## config.mk

```make
export PLATFORM = sky130hd
export DESIGN_NAME = alu_ctrl_seq
export DESIGN_NICKNAME = d
export VERILOG_FILES = /design/src/rtl/alu_ctrl_seq.sv
export SDC_FILE = /design/constraint.sdc
export NUM_CORES = 1
export LEC_CHECK = 0
export BUFFER_PORTS_ARGS = -buffer_cell sky130_fd_sc_hd__buf_2
export CORE_MARGIN = 3
export CORE_UTILIZATION = 30
export CTS_CLUSTER_SIZE = 30
export DETAILED_ROUTE_END_ITERATION = 8
export PLACE_DENSITY = 0.49
export SLEW_MARGIN = 10
export SYNTH_ARGS = -nofsm -noshare
export SYNTH_HDL_FRONTEND = slang
export SYNTH_SLANG_ARGS = --single-unit
```

## constraint.sdc

```tcl
create_clock -name clk_i -period 1.87 [get_ports clk_i]
set_input_delay 0.2805 -clock clk_i [delete_from_list [all_inputs] [get_ports clk_i]]
set_output_delay 0.2805 -clock clk_i [all_outputs]
set_load 0.02 [all_outputs]
```

## src/rtl/alu_ctrl_seq.sv

```systemverilog
// Registered ALU/MDU control decoder for the EX stage. Decodes ALUOp/funct3/funct7
// and sequences multi-cycle MUL/DIV ops with a latency counter.
module alu_ctrl_seq #(
  parameter int CTRL_W   = 5,
  parameter int EN_M_EXT = 1,
  parameter int MUL_LAT  = 3,
  parameter int DIV_LAT  = 33
) (
  input  logic              clk_i,
  input  logic              rst_i,
  input  logic              valid_i,
  output logic              ready_o,
  input  logic [2:0]        ALUOp_i,
  input  logic [2:0]        Funct3_i,
  input  logic [6:0]        Funct7_i,
  input  logic              stall_i,
  input  logic              flush_i,
  output logic [CTRL_W-1:0] ALUCtrl_o,
  output logic              valid_o,
  output logic              illegal_o,
  output logic              mc_start_o,
  output logic              mc_busy_o
);

  localparam int MAX_LAT = (MUL_LAT > DIV_LAT) ? MUL_LAT : DIV_LAT;
  localparam int CNT_W   = $clog2(MAX_LAT + 1);

  localparam logic [4:0] OP_ADD   = 5'd0;
  localparam logic [4:0] OP_SUB   = 5'd1;
  localparam logic [4:0] OP_SLL   = 5'd2;
  localparam logic [4:0] OP_XOR   = 5'd3;
  localparam logic [4:0] OP_SRL   = 5'd4;
  localparam logic [4:0] OP_SRA   = 5'd5;
  localparam logic [4:0] OP_OR    = 5'd6;
  localparam logic [4:0] OP_AND   = 5'd7;
  localparam logic [4:0] OP_PASSB = 5'd8;
  localparam logic [4:0] OP_SLT   = 5'd9;
  localparam logic [4:0] OP_SLTU  = 5'd10;

  localparam logic [6:0] F7_ZERO = 7'b0000000;
  localparam logic [6:0] F7_ALT  = 7'b0100000;
  localparam logic [6:0] F7_MEXT = 7'b0000001;

  localparam logic MUL_IS_MC = (MUL_LAT > 1);
  localparam logic DIV_IS_MC = (DIV_LAT > 1);
  localparam logic [CNT_W-1:0] MUL_CNT = CNT_W'(MUL_LAT - 1);
  localparam logic [CNT_W-1:0] DIV_CNT = CNT_W'(DIV_LAT - 1);

  typedef enum logic {S_IDLE, S_MULTI} state_t;

  typedef struct packed {
    logic [4:0] op;
    logic       illegal;
  } dec_t;

  // Shared funct3 map for the base ALU ops (R-type with funct7=0, I-arith).
  function automatic logic [4:0] base_op(input logic [2:0] f3);
    logic [4:0] op;
    op = OP_ADD;
    case (f3)
      3'b000:  op = OP_ADD;
      3'b001:  op = OP_SLL;
      3'b010:  op = OP_SLT;
      3'b011:  op = OP_SLTU;
      3'b100:  op = OP_XOR;
      3'b101:  op = OP_SRL;
      3'b110:  op = OP_OR;
      default: op = OP_AND;
    endcase
    return op;
  endfunction

  function automatic dec_t decode(input logic [2:0] aluop, input logic [2:0] f3,
                                  input logic [6:0] f7);
    dec_t d;
    d.op      = OP_ADD;
    d.illegal = 1'b0;
    case (aluop)
      3'b000: begin
        if (f7 == F7_ZERO) begin
          d.op = base_op(f3);
        end else if (f7 == F7_ALT && f3 == 3'b000) begin
          d.op = OP_SUB;
        end else if (f7 == F7_ALT && f3 == 3'b101) begin
          d.op = OP_SRA;
        end else if (f7 == F7_MEXT && EN_M_EXT != 0) begin
          d.op = {2'b10, f3};
        end else begin
          d.illegal = 1'b1;
        end
      end
      3'b001, 3'b101: d.op = OP_ADD;
      3'b010:         d.op = OP_PASSB;
      3'b011: begin
        if (f3 == 3'b001) begin
          if (f7 == F7_ZERO) d.op = OP_SLL;
          else               d.illegal = 1'b1;
        end else if (f3 == 3'b101) begin
          if (f7 == F7_ZERO)     d.op = OP_SRL;
          else if (f7 == F7_ALT) d.op = OP_SRA;
          else                   d.illegal = 1'b1;
        end else begin
          d.op = base_op(f3);
        end
      end
      3'b100: begin
        case (f3[2:1])
          2'b00:   d.op = OP_SUB;
          2'b10:   d.op = OP_SLT;
          2'b11:   d.op = OP_SLTU;
          default: d.illegal = 1'b1;
        endcase
      end
      default: d.illegal = 1'b1;
    endcase
    if (d.illegal) d.op = OP_ADD;
    return d;
  endfunction

  state_t            state_q, state_d;
  logic [CNT_W-1:0]  cnt_q, cnt_d;
  logic [CTRL_W-1:0] ctrl_q, ctrl_d;
  logic              valid_q, valid_d;
  logic              illegal_q, illegal_d;
  logic              mc_start_q, mc_start_d;

  dec_t             dec;
  logic             accept;
  logic             is_mc;
  logic [CNT_W-1:0] lat_cnt;

  assign ready_o = (state_q == S_IDLE) && !stall_i && !flush_i;
  assign accept  = valid_i && ready_o;
  assign dec     = decode(ALUOp_i, Funct3_i, Funct7_i);
  // op[4] marks RV32M; op[2] splits DIV/REM from MUL within it.
  assign is_mc   = dec.op[4] && (dec.op[2] ? DIV_IS_MC : MUL_IS_MC);
  assign lat_cnt = dec.op[2] ? DIV_CNT : MUL_CNT;

  always_comb begin
    state_d    = state_q;
    cnt_d      = cnt_q;
    ctrl_d     = ctrl_q;
    valid_d    = valid_q;
    illegal_d  = illegal_q;
    mc_start_d = 1'b0;
    if (flush_i) begin
      valid_d   = 1'b0;
      illegal_d = 1'b0;
      state_d   = S_IDLE;
      cnt_d     = '0;
    end else if (!stall_i) begin
      case (state_q)
        S_IDLE: begin
          valid_d = 1'b0;
          if (accept) begin
            ctrl_d    = CTRL_W'(dec.op);
            illegal_d = dec.illegal;
            if (is_mc) begin
              state_d    = S_MULTI;
              cnt_d      = lat_cnt;
              mc_start_d = 1'b1;
            end else begin
              valid_d = 1'b1;
            end
          end
        end
        default: begin
          // Completion edge: result due next cycle, ready again at the same time.
          if (cnt_q == CNT_W'(1)) begin
            valid_d = 1'b1;
            state_d = S_IDLE;
            cnt_d   = '0;
          end else begin
            valid_d = 1'b0;
            cnt_d   = cnt_q - CNT_W'(1);
          end
        end
      endcase
    end
  end

  always_ff @(posedge clk_i or posedge rst_i) begin
    if (rst_i) begin
      state_q    <= S_IDLE;
      cnt_q      <= '0;
      ctrl_q     <= '0;
      valid_q    <= 1'b0;
      illegal_q  <= 1'b0;
      mc_start_q <= 1'b0;
    end else begin
      state_q    <= state_d;
      cnt_q      <= cnt_d;
      ctrl_q     <= ctrl_d;
      valid_q    <= valid_d;
      illegal_q  <= illegal_d;
      mc_start_q <= mc_start_d;
    end
  end

  assign ALUCtrl_o  = ctrl_q;
  assign valid_o    = valid_q;
  assign illegal_o  = illegal_q;
  assign mc_start_o = mc_start_q;
  assign mc_busy_o  = (state_q == S_MULTI);

endmodule
```

Yosys cells after proc, flatten, opt, wreduce, memory -nomap -nowiden --
Index checks and enable logic that the tools add are counted.
Word-level totals: bits in registers 15, logic and storage cells 97
Cells by class: add/sub/neg operators 1, equal/unequal tests 18, mux-type cells 50, bitwise gates (word level) 3, reduce and logical (&&, ||, !) cells 19
Operator list (number):
- 6-bit two-way mux | 8
- 5-bit two-way mux | 6
- 1-bit two-way mux | 28
- 4-bit case mux with 7 select lines | 1
- 4-bit case mux with 5 select lines | 1
- 5-bit case mux with 4 select lines | 1
- 3-bit == test, second input constant | 5
- 3-bit by 2-bit == test with 1-bit output, second input constant | 4
- 4-bit case mux with 3 select lines | 1
- 7-bit by 1-bit == test with 1-bit output, second input constant | 1
- 7-bit by 6-bit == test with 1-bit output, second input constant | 1
- 7-bit zero test | 1
- 3-bit by 1-bit == test with 1-bit output, second input constant | 2
- 6-bit by 1-bit == test with 1-bit output, second input constant | 1
- 3-bit zero test | 2
- 3-bit two-way mux | 2
- 3-bit AND reduction | 2
- 3-bit nonzero test | 2
- 3-bit OR reduction | 2
- 6-bit by 1-bit subtractor with 6-bit output, second input constant | 1
- 1-bit logical AND | 5
- 2-bit == test, second input constant | 2
- 1-bit case mux with 4 select lines | 1
- 4-bit AND reduction | 1
- 7 further kinds | 10

Logic depth before layout (Yosys ltp) --
Gate-level depths: netlist of run 1.
depth after elaboration 13, gate-level depth with buffers 8

Worst setup path before layout of run 1 --
OpenSTA, ideal clock, no wires.
path kind input -> register, start input port ALUOp_i[1], end register cnt_q[1], library setup time 0.122 ns, arrival time 1.828 ns, data required time 1.748 ns, setup slack -0.080 ns, cell stages on the path 7, path buffers 2, cells stage by stage buf_6 or3_1 buf_2 a32oi_1 o211ai_1 or4_4 a32o_1
On the way: longest elaborated chain between the ends 10, elaborated cells between the ends (all ways) 18, classes of those cells eq/ne: 5; mux: 9; reduce/logical: 4
Ends and longest elaborated chain:
- from (decl) | line 13 | input logic [2:0] ALUOp_i,
- 3-bit by 2-bit == test with 1-bit output, or another cell as far along | line 78 | case (aluop)
- 3-bit OR reduction (no source line)
- 1-bit case mux with 4 select lines | line 78
- 5-bit two-way mux (*) | line 116 | if (d.illegal) d.op = OP_ADD;
- 6-bit two-way mux | line 137 | assign lat_cnt = dec.op[2] ? DIV_CNT : MUL_CNT;
- 6-bit two-way mux | line 158 | if (is_mc) begin
- 6-bit two-way mux | line 155 | if (accept) begin
- 6-bit two-way mux | line 152 | case (state_q)
- 6-bit two-way mux | line 151 | end else if (!stall_i) begin
- 6-bit two-way mux | line 146 | if (flush_i) begin
- to (signal assigned) | line 192 | cnt_q <= cnt_d;
- to (decl) | line 121 | logic [CNT_W-1:0] cnt_q, cnt_d;
Every way passes the cells marked *; elsewhere a longest branch is shown, timed or not. The select of a mux whose other input is x is not followed. A chain may end at the register's enable or synchronous reset.

Final worst setup path of run 1 --
start input port Funct7_i[5], end register cnt_q[1]
On the way: longest elaborated chain between the ends 13, elaborated cells between the ends (all ways) 32, classes of those cells eq/ne: 2; mux: 25; reduce/logical: 5
Ends and longest elaborated chain:
- from (decl) | line 15 | input logic [6:0] Funct7_i,
- 7-bit by 6-bit == test with 1-bit output / 7-bit by 1-bit == test with 1-bit output (equally long branches)
- 3-bit two-way mux, or another cell as far along | line 100 | else if (f7 == F7_ALT) d.op = OP_SRA;
- 3-bit two-way mux, or another cell as far along | line 99 | if (f7 == F7_ZERO) d.op = OP_SRL;
- 5-bit two-way mux, or another cell as far along | line 98 | end else if (f3 == 3'b101) begin
- 6-bit two-way mux, or another cell as far along | line 95 | if (f3 == 3'b001) begin
- 5-bit case mux with 4 select lines / 1-bit case mux with 4 select lines (equally long branches) | line 78
- 5-bit two-way mux (*) | line 116
- 6-bit two-way mux | line 137
- 6-bit two-way mux | line 158
- 6-bit two-way mux | line 155
- 6-bit two-way mux | line 152
- 6-bit two-way mux | line 151
- 6-bit two-way mux | line 146
Marked as above.

==> results.py, run 1 <==
metrics = {
    "grt": {
        "overflow": 0,
        "grt_pass1_vias": 1170,
        "grt_usage": 0.1434,
        "busiest_layer": "met2",
        "met2_usage": 0.2431,
        "use_met3": 0.02135,
        "met1_usage": 0.1782,
        "grt_pass1_wl_um": 5078,
        "antenna_found_initial": 0,
        "grt_max_degree": 16,
    },
    "clock_tree": {
        "cts_buffers": 3,
        "cts_tree": "done",
        "clock-root-buffer": "clkbuf_8",
        "clk_path_buf_depth": 2,
        "clock-sinks": 15,
        "clk_latency_ns": 0.25,
        "clk_pin_slew_ns": 0.06,
        "htreeDepth": 1,
    },
    "sta": {
        "worstMarginPinSlew_ns": 0.5682,
        "hold_violations": 0,
        "fin_crit_ns": 1.791,
        "worst_slack_ns": 0.07902,
        "max_clock_freq_mhz": 558.4,
        "finalSetupViolCount": 0,
        "whs_ns": 0.08052,
        "maxSlewViolCount": 0,
        "max_slew_margin": 0.6208,
        "setup_tns_ns": 0,
        "rsz0062_at_grt": "false",
        "fin_skew_ns": 0.003934,
        "fin_crit_sh": 0.9577,
    },
    "final_layout": {
        "fin_cells": 239,
        "area_growth_pct": 32.97,
        "drive_gt1_frac": 0.3264,
        "final_nets": 214,
        "antenna_cells": 0,
        "ff_latch_area_um2": 375.4,
        "fillCellCount": 371,
        "utilization": 0.4371,
        "multi_input_area_um2": 704.4,
    },
    "logic_synthesis": {
        "ys.flop_type": "dfrtp_1",
        "synthArstFlopShare": 1.000,
        "synth_top_family_by_area": "simple AND/OR/NAND/NOR gates",
        "synth-adder-area-share": 0.02162,
        "synth_top_area_frac": 0.3243,
        "yosysSeqAreaShare": 0.3243,
        "ys_ff_latch": 15,
        "post-synth-top-count-cell": "dfrtp_1",
        "synth_xor_xnor_area_share": 0.007568,
        "synth_edf_count": 0,
        "synthSimpleGateAreaFrac": 0.2854,
        "syn_nets": 167,
        "yosys.area.top_type": "dfrtp_1",
        "synth_compound_area_frac": 0.2800,
        "synthTopCellsByCount": "dfrtp_1, o21ai_0, a21oi_1, nand2_1, nor2_1",
        "ys_types": 41,
        "yosysWarningCount": 0,
        "synth.mux.area_fraction": 0.008649,
        "synth_area_um2": 1157,
        "syn_area_per_cell_um2": 7.873,
        "synth_area_leaders": "dfrtp_1, o21ai_0, a21oi_1",
        "netlist_instances": 147,
    },
    "detailed_routing": {
        "drc": 0,
        "first_pass_iters": 4,
        "drt_iter0_drc": 48,
        "drt_wl_total_um": 3004,
        "vias_per_cell": 5.130,
        "vias": 1226,
        "wl_per_cell_um": 12.57,
        "ant_nets": 0,
    },
    "run": {
        "cap_violations": 0,
    },
    "power": {
        "power_frac_comb": 0.212,
        "p_clk_frac": 0.344,
        "p_leak_nw": 0.6984,
        "power.switching_uw": 202.3,
        "ir_worst_vdd_mv": 0.2168,
        "switching_share": 0.2688,
        "power.internal_uw": 550.4,
        "pwr_density_cell_nw_per_um2": 489.1,
        "seqPwrFrac": 0.443,
    },
    "placement": {
        "hpwl_um": 2480,
        "placed_cells": 234,
        "pre_cts_slack_ns": -0.1997,
        "port_buffers": 27,
        "gp_congestion": 0.8781,
    },
    "worst_hold_path": {
        "hold_path.class": "in -> async",
    },
    "floorplan": {
        "ios": 28,
        "die_area_um2": 4639,
        "start_util": 0.3287,
        "row_count": 21,
        "fp.coreArea_um2": 3521,
        "fp.dieW_um": 68.11,
        "die_h_um": 68.11,
    },
    "critical_path": {
        "crit_required_ns": 2.01,
        "crit_type": "in -> reg",
        "regToRegSetupSlack_ns": 0.30,
        "cp-end-kind": "flop",
        "cp_data_arrival_time_ns": 1.93,
        "startpoint_type": "primary input",
        "cp_max_fo": 3,
    },
    "run_status": {
        "status": "finished, final reports clean",
    },
}
final cells by class:
| class | instances | share of cell area |
|---|---|---|
| tap | 46 | 0.03740 |
| clock buffer | 4 | 0.02927 |
| sequential | 15 | 0.2439 |
| multi-input combinational | 113 | 0.4577 |
| inverter | 9 | 0.02195 |
| timing repair buffer | 52 | 0.2098 |
power by group through the flow:
stage / Sequential [mW] / Clock, mW / Combinational [mW]
floorplan: 0.347 / 0 / 0.0765
global placement: 0.339 / 0 / 0.159
detailed placement: 0.340 / 0 / 0.159
CTS: 0.334 / 0.268 / 0.160
global route: 0.334 / 0.283 / 0.181
finish: 0.334 / 0.259 / 0.160
worst max-delay path, stage by stage:
cell      delay (ns)
buf_2           0.12
nor4_4          0.36
nand3_4         0.10
a32oi_1         0.17
o211ai_1        0.14
or4_4           0.54
a32o_1          0.22
metal layers:
metal,vias up,part of all wire,routed length (um)
met2,37,0.47,1400
met1,558,0.46,1369
met3,7,0.057,172
met5,-,0,0
met4,0,0.021,62
li1,624,-,-
cells by family (layout without fill, tap and decap cells):
logic type,Yosys count,count (layout)
xor+xnor,1,1
fa+ha+maj,2,2
simple gates,56,56
compound gates,53,53
flops,15,15
mux,1,1
buf+inv,19,65
layout by cell type (no fill, tap or decap), drive strengths merged:
cell     n
a21o     3
nand3    5
buf     52
clkbuf   4
ha       2
a32oi    1
or4      1
a31o     2
nor2b    4
nor3     9
and3b    1
a211oi   3
o22ai    2
and2     1
a31oi    3
o31ai    1
and3     1
nor2    13
o21bai   1
nand2   13
nand4b   1
o211ai   1
mux2i    1
nor4     1
a22o     2
xor2     1
a22oi    1
nand2b   2
a311oi   1
dfrtp   15
or3      3
a32o     1
a21oi   13
o21ai   18
nor4b    1
inv      9
path summary, 6_finish.rpt:
check	startpoint	end	cells after the start
min in group clk_i	flush_i	mc_busy_o	3
max reg2reg	mc_busy_o	cnt_q[3]	5
max in group asynchronous	rst_i	illegal_o	2
min	rst_i	mc_busy_o	2
max	Funct7_i[5]	cnt_q[1]	7
min reg2reg	ALUCtrl_o[4]	ALUCtrl_o[4]	2
sequential cells by signal, indices dropped and copies added (netlist names):
name        cells
cnt_q           6
ALUCtrl_o       5
illegal_o       1
mc_busy_o       1
mc_start_o      1
valid_o         1
stage by stage:
step	instance area, um^2	total power [mW]
final	1539	0.7527
after global routing	1539	0.7972
after CTS	1525	0.7615
after detailed placement	1480	0.4990
after global placement	1480	0.4976
after floorplan	1157	0.4233
what timing repair did:
item	4_1_cts	5_1_grt
resized for setup	0	1
hold buffers	0	0
buffers inserted	0	1
setup endpoints to repair	0	2
No activity file was read; power rests on OpenSTA's default activity.
==> run 2: changes to the inputs <==
REMOVE_ABC_BUFFERS = 1   (was unset)
==> results.py, run 2 (same netlist as run 1, synthesis figures left out) <==
metrics = {
    "run_status": {
        "status": "finished, final reports clean",
    },
    "run": {
        "cap_violations": 0,
    },
    "clock_tree": {
        "htreeDepth": 1,
        "clock-sinks": 15,
        "hold_buffers": 0,
        "cts-resized-gates": 0,
        "clock-root-buffer": "clkbuf_8",
        "clk_pin_slew_ns": 0.07,
        "cts_buffers": 3,
        "clk_path_buf_depth": 2,
        "post-cts-setup-buffers": 0,
        "cts_tree": "done",
        "clk_latency_ns": 0.25,
    },
    "sta": {
        "fin_crit_ns": 1.774,
        "max_slew_margin": 0.6092,
        "rsz0062_at_grt": "false",
        "hold_violations": 0,
        "whs_ns": 0.08581,
        "fin_skew_ns": 0.01120,
        "finalSetupViolCount": 0,
        "worstMarginPinSlew_ns": 0.5855,
        "worst_slack_ns": 0.09621,
        "maxSlewViolCount": 0,
        "max_clock_freq_mhz": 563.8,
        "fin_crit_sh": 0.9485,
    },
    "placement": {
        "gp_congestion": 0.8179,
        "port_buffers": 27,
        "placed_cells": 233,
        "hpwl_um": 2576,
        "pre_cts_slack_ns": -0.1878,
    },
    "critical_path": {
        "crit_path_top_delay_cell": "or4_4",
        "critPathTopFamily": "simple AND/OR/NAND/NOR gates",
        "critPathBufInv": 1,
        "crit_required_ns": 2.01,
        "startpoint_type": "primary input",
        "cp_max_fo": 3,
        "cp-end-kind": "flop",
        "reg2reg_from": "mc_busy_o",
        "slowest_delay_ns": 0.42,
        "crit_type": "in -> reg",
        "cp_num_cells": 7,
        "reg2regPathDepth": 5,
        "cp_cell_sequence": "buf_2 > nor4_4 > and3_2 > a211oi_1 > a31o_1 > or4_4 > a32o_1",
        "startpoint": "Funct7_i[3]",
        "cp_data_arrival_time_ns": 1.91,
    },
    "grt": {
        "overflow": 0,
        "grt_pass1_wl_um": 5340,
        "grt_usage": 0.1504,
        "antenna_found_initial": 0,
        "grt_pass1_vias": 1180,
        "grt_max_degree": 16,
    },
    "detailed_routing": {
        "ant_nets": 0,
        "vias": 1220,
        "first_pass_iters": 4,
        "vias_per_cell": 5.148,
        "drt_iter0_drc": 36,
        "drt_wl_total_um": 3139,
        "drc": 0,
        "wl_per_cell_um": 13.24,
    },
    "final_layout": {
        "final_cell_mix": "buf_2, buf_4, dfrtp_1, o21ai_0",
        "top_register": "cnt_q",
        "antenna_cells": 0,
        "drive_gt1_frac": 0.3246,
        "final_nets": 212,
        "largest_register_ffs": 6,
        "layout_commonest_cell": "buf_2",
        "utilization": 0.4332,
        "fin_cells": 237,
        "area_growth_pct": 31.78,
    },
    "power": {
        "p_clk_frac": 0.344,
        "power.internal_uw": 546.5,
        "power_frac_comb": 0.214,
        "seqPwrFrac": 0.442,
        "ir_worst_vdd_mv": 0.2107,
        "p_leak_nw": 0.6928,
        "total_power_uw": 754.6,
        "power.switching_uw": 208.2,
        "pwr_density_cell_nw_per_um2": 494.8,
        "switching_share": 0.2758,
    },
    "worst_hold_path": {
        "hold_path.class": "in -> async",
    },
    "floorplan": {
        "fp.coreArea_um2": 3521,
        "ios": 28,
        "start_util": 0.3287,
        "die_h_um": 68.11,
        "die_area_um2": 4639,
        "row_count": 21,
        "fp.dieW_um": 68.11,
    },
}
-- run 2: changes by cell type in the layout (fill, tap and decap cells not counted) --
cell | before | now
buf_4 | 25 | 23
clkinv_2 | 0 | 1
clkbuf_1 | 1 | 0
-- run 2: path summary, 6_finish.rpt --
kind / end / slack (ns)
max: cnt_q[1] / 0.1
min: cnt_q[1] / 0.09
max reg2reg: cnt_q[3] / 0.33
min reg2reg: ALUCtrl_o[4] / 0.47
max in group asynchronous: mc_busy_o / 1.39
min in group clk_i: cnt_q[3] / 0.37
-- run 2: cell type report --
class / instances / area (um^2)
clock buffer: 3 / 41.29
fill: 383 / 1996
sequential: 15 / 375.4
multi-input combinational: 113 / 704.4
inverter: 9 / 33.78
timing repair buffer: 50 / 307.8
clock inverter: 1 / 5.005
tap: 46 / 57.56
-- run 2: power groups by stage --
stage / Combinational [mW] / Clock (mW) / Sequential [mW]
floorplan: 0.0592 / 0 / 0.347
CTS: 0.161 / 0.270 / 0.333
global placement: 0.158 / 0 / 0.339
global route: 0.181 / 0.283 / 0.334
detailed placement: 0.161 / 0 / 0.340
finish: 0.162 / 0.259 / 0.333
-- run 2: layer usage --
layer | up-vias | track usage | wire, um
met1 | 565 | 0.2104 | 1547
met4 | 0 | 0.03722 | 0
li1 | 618 | - | -
met5 | - | 0 | 0
met3 | 0 | 0.01970 | 174
met2 | 37 | 0.2431 | 1417
-- run 2: per-stage QoR --
stage	setup TNS [ns]	area, um^2
floorplan	-0.005326	1107
global placement	-0.6774	1473
detailed placement	-0.7925	1473
CTS	0	1519
global route	0	1525
finish	0	1525
==> run 3: changes to the inputs <==
CORE_UTILIZATION = 52   (was 30)
PLACE_DENSITY = 0.77   (was 0.49)
==> results.py, run 3 (same netlist as run 1, synthesis figures left out) <==
metrics = {
    "floorplan": {
        "fp.coreArea_um2": 2042,
        "start_util": 0.5668,
        "ios": 28,
        "die_h_um": 53.18,
        "fp.dieW_um": 53.18,
        "row_count": 16,
        "die_area_um2": 2828,
    },
    "final_layout": {
        "top_register": "cnt_q",
        "drive_gt1_frac": 0.3229,
        "layout_commonest_cell": "buf_2",
        "utilization": 0.7261,
        "area_growth_pct": 28.11,
        "final_cell_mix": "buf_2, buf_4, dfrtp_1, o21ai_0",
        "final_nets": 213,
        "antenna_cells": 0,
        "largest_register_ffs": 6,
    },
    "sta": {
        "finalSetupViolCount": 0,
        "max_slew_margin": 0.6185,
        "worstMarginPinSlew_ns": 0.5716,
        "whs_ns": 0.02997,
        "fin_skew_ns": 0.005895,
        "hold_violations": 0,
        "fin_crit_ns": 1.744,
        "maxSlewViolCount": 0,
        "fin_crit_sh": 0.9325,
        "max_clock_freq_mhz": 573.5,
        "rsz0062_at_grt": "false",
    },
    "placement": {
        "hpwl_um": 2388,
        "gp_congestion": 0.9003,
        "port_buffers": 27,
    },
    "clock_tree": {
        "clock-sinks": 15,
        "hold_buffers": 0,
        "post-cts-setup-buffers": 0,
        "clk_path_buf_depth": 2,
        "cts-resized-gates": 0,
        "clk_latency_ns": 0.29,
        "htreeDepth": 1,
        "cts_buffers": 3,
        "clock-root-buffer": "clkbuf_4",
        "cts_tree": "done",
        "clk_pin_slew_ns": 0.09,
    },
    "critical_path": {
        "crit_path_top_delay_cell": "or4_4",
        "cp_cell_sequence": "buf_2 > nor4_4 > and3_2 > a211oi_1 > a31o_1 > or4_4 > a32o_1",
        "reg2regPathDepth": 7,
        "reg2reg_from": "cnt_q[1]",
        "slowest_delay_ns": 0.43,
        "regToRegSetupSlack_ns": 0.31,
        "crit_type": "in -> reg",
        "reg2reg_to": "cnt_q[3]",
        "cp_data_arrival_time_ns": 1.93,
        "critPathBufInv": 1,
        "cp-end-kind": "flop",
        "startpoint_type": "primary input",
        "crit_required_ns": 2.05,
        "critPathTopFamily": "simple AND/OR/NAND/NOR gates",
        "cp_max_fo": 3,
    },
    "grt": {
        "grt_max_degree": 16,
        "overflow": 0,
        "grt_pass1_vias": 1179,
        "grt_usage": 0.2499,
        "grt_pass1_wl_um": 5154,
        "antenna_found_initial": 0,
    },
    "run": {
        "cap_violations": 0,
    },
    "detailed_routing": {
        "wl_per_cell_um": 13.39,
        "vias_per_cell": 5.904,
        "ant_nets": 0,
        "drt_iter0_drc": 64,
        "first_pass_iters": 4,
        "drc": 0,
        "vias": 1293,
        "drt_wl_total_um": 2933,
    },
    "power": {
        "p_leak_nw": 0.6841,
        "pwr_density_cell_nw_per_um2": 458.6,
        "ir_worst_vdd_mv": 0.3972,
        "total_power_uw": 679.9,
    },
    "worst_hold_path": {
        "hold_path.class": "in -> async",
    },
    "run_status": {
        "status": "finished, final reports clean",
    },
}
==> run 3: worst max-delay path by stage <==
stage                         endpoint        start  slack, ns  depth (start not counted)
final                         cnt_q[1]  Funct7_i[3]       0.13                          7
after global routing      ALUCtrl_o[0]  Funct7_i[1]       0.05                          8
after CTS                     cnt_q[1]  Funct7_i[3]       0.14                          7
after detailed placement      cnt_q[1]  Funct7_i[3]      -0.17                          7
after global placement        cnt_q[1]  Funct7_i[1]      -0.13                          7
after floorplan               cnt_q[1]  Funct7_i[3]     -0.005                          6
==> run 3: worst reg2reg max path, delay by kind of cell, from the launching register on <==
kind / cells / cell delay [ns]
and+or+nand+nor: 3 / 0.43
buffers and inverters: 1 / 0.09
adders and majority gates: 1 / 0.18
DFF: 1 / 0.42
AOI/OAI and AO/OA: 2 / 0.33
==> run 3: routing by layer <==
layer	GRT usage	part of all wire	up-vias
met5	0	0	-
met3	0.05070	0.089	12
li1	-	-	623
met4	0.08936	0.023	0
met1	0.3449	0.44	585
met2	0.3822	0.45	73
==> run 3: metrics by stage <==
step	cells	instance area [um^2]	worst slack [ns]	setup TNS, ns
after global placement	215	1456	-0.1274	-0.4518
after global routing	219	1483	0.05263	0
after floorplan	137	1107	-0.005326	-0.005326
after CTS	219	1483	0.1397	0
after detailed placement	215	1456	-0.1690	-0.6758
final	219	1483	0.1263	0
==> run 3: final cells by class <==
| type | instances | area (um^2) |
|---|---|---|
| Clock buffer | 4 | 26.28 |
| Fill cell | 167 | 559.3 |
| Inverter | 9 | 33.78 |
| Multi-Input combinational cell | 113 | 698.2 |
| Sequential cell | 15 | 375.4 |
| Tap cell | 27 | 33.78 |
| Timing Repair Buffer | 51 | 315.3 |
==> run 3: where the power goes <==
group / internal [mW] / switching, mW / total, mW
clock: 0.0830 / 0.105 / 0.188
combinational: 0.0684 / 0.0907 / 0.159
sequential: 0.330 / 0.00279 / 0.333
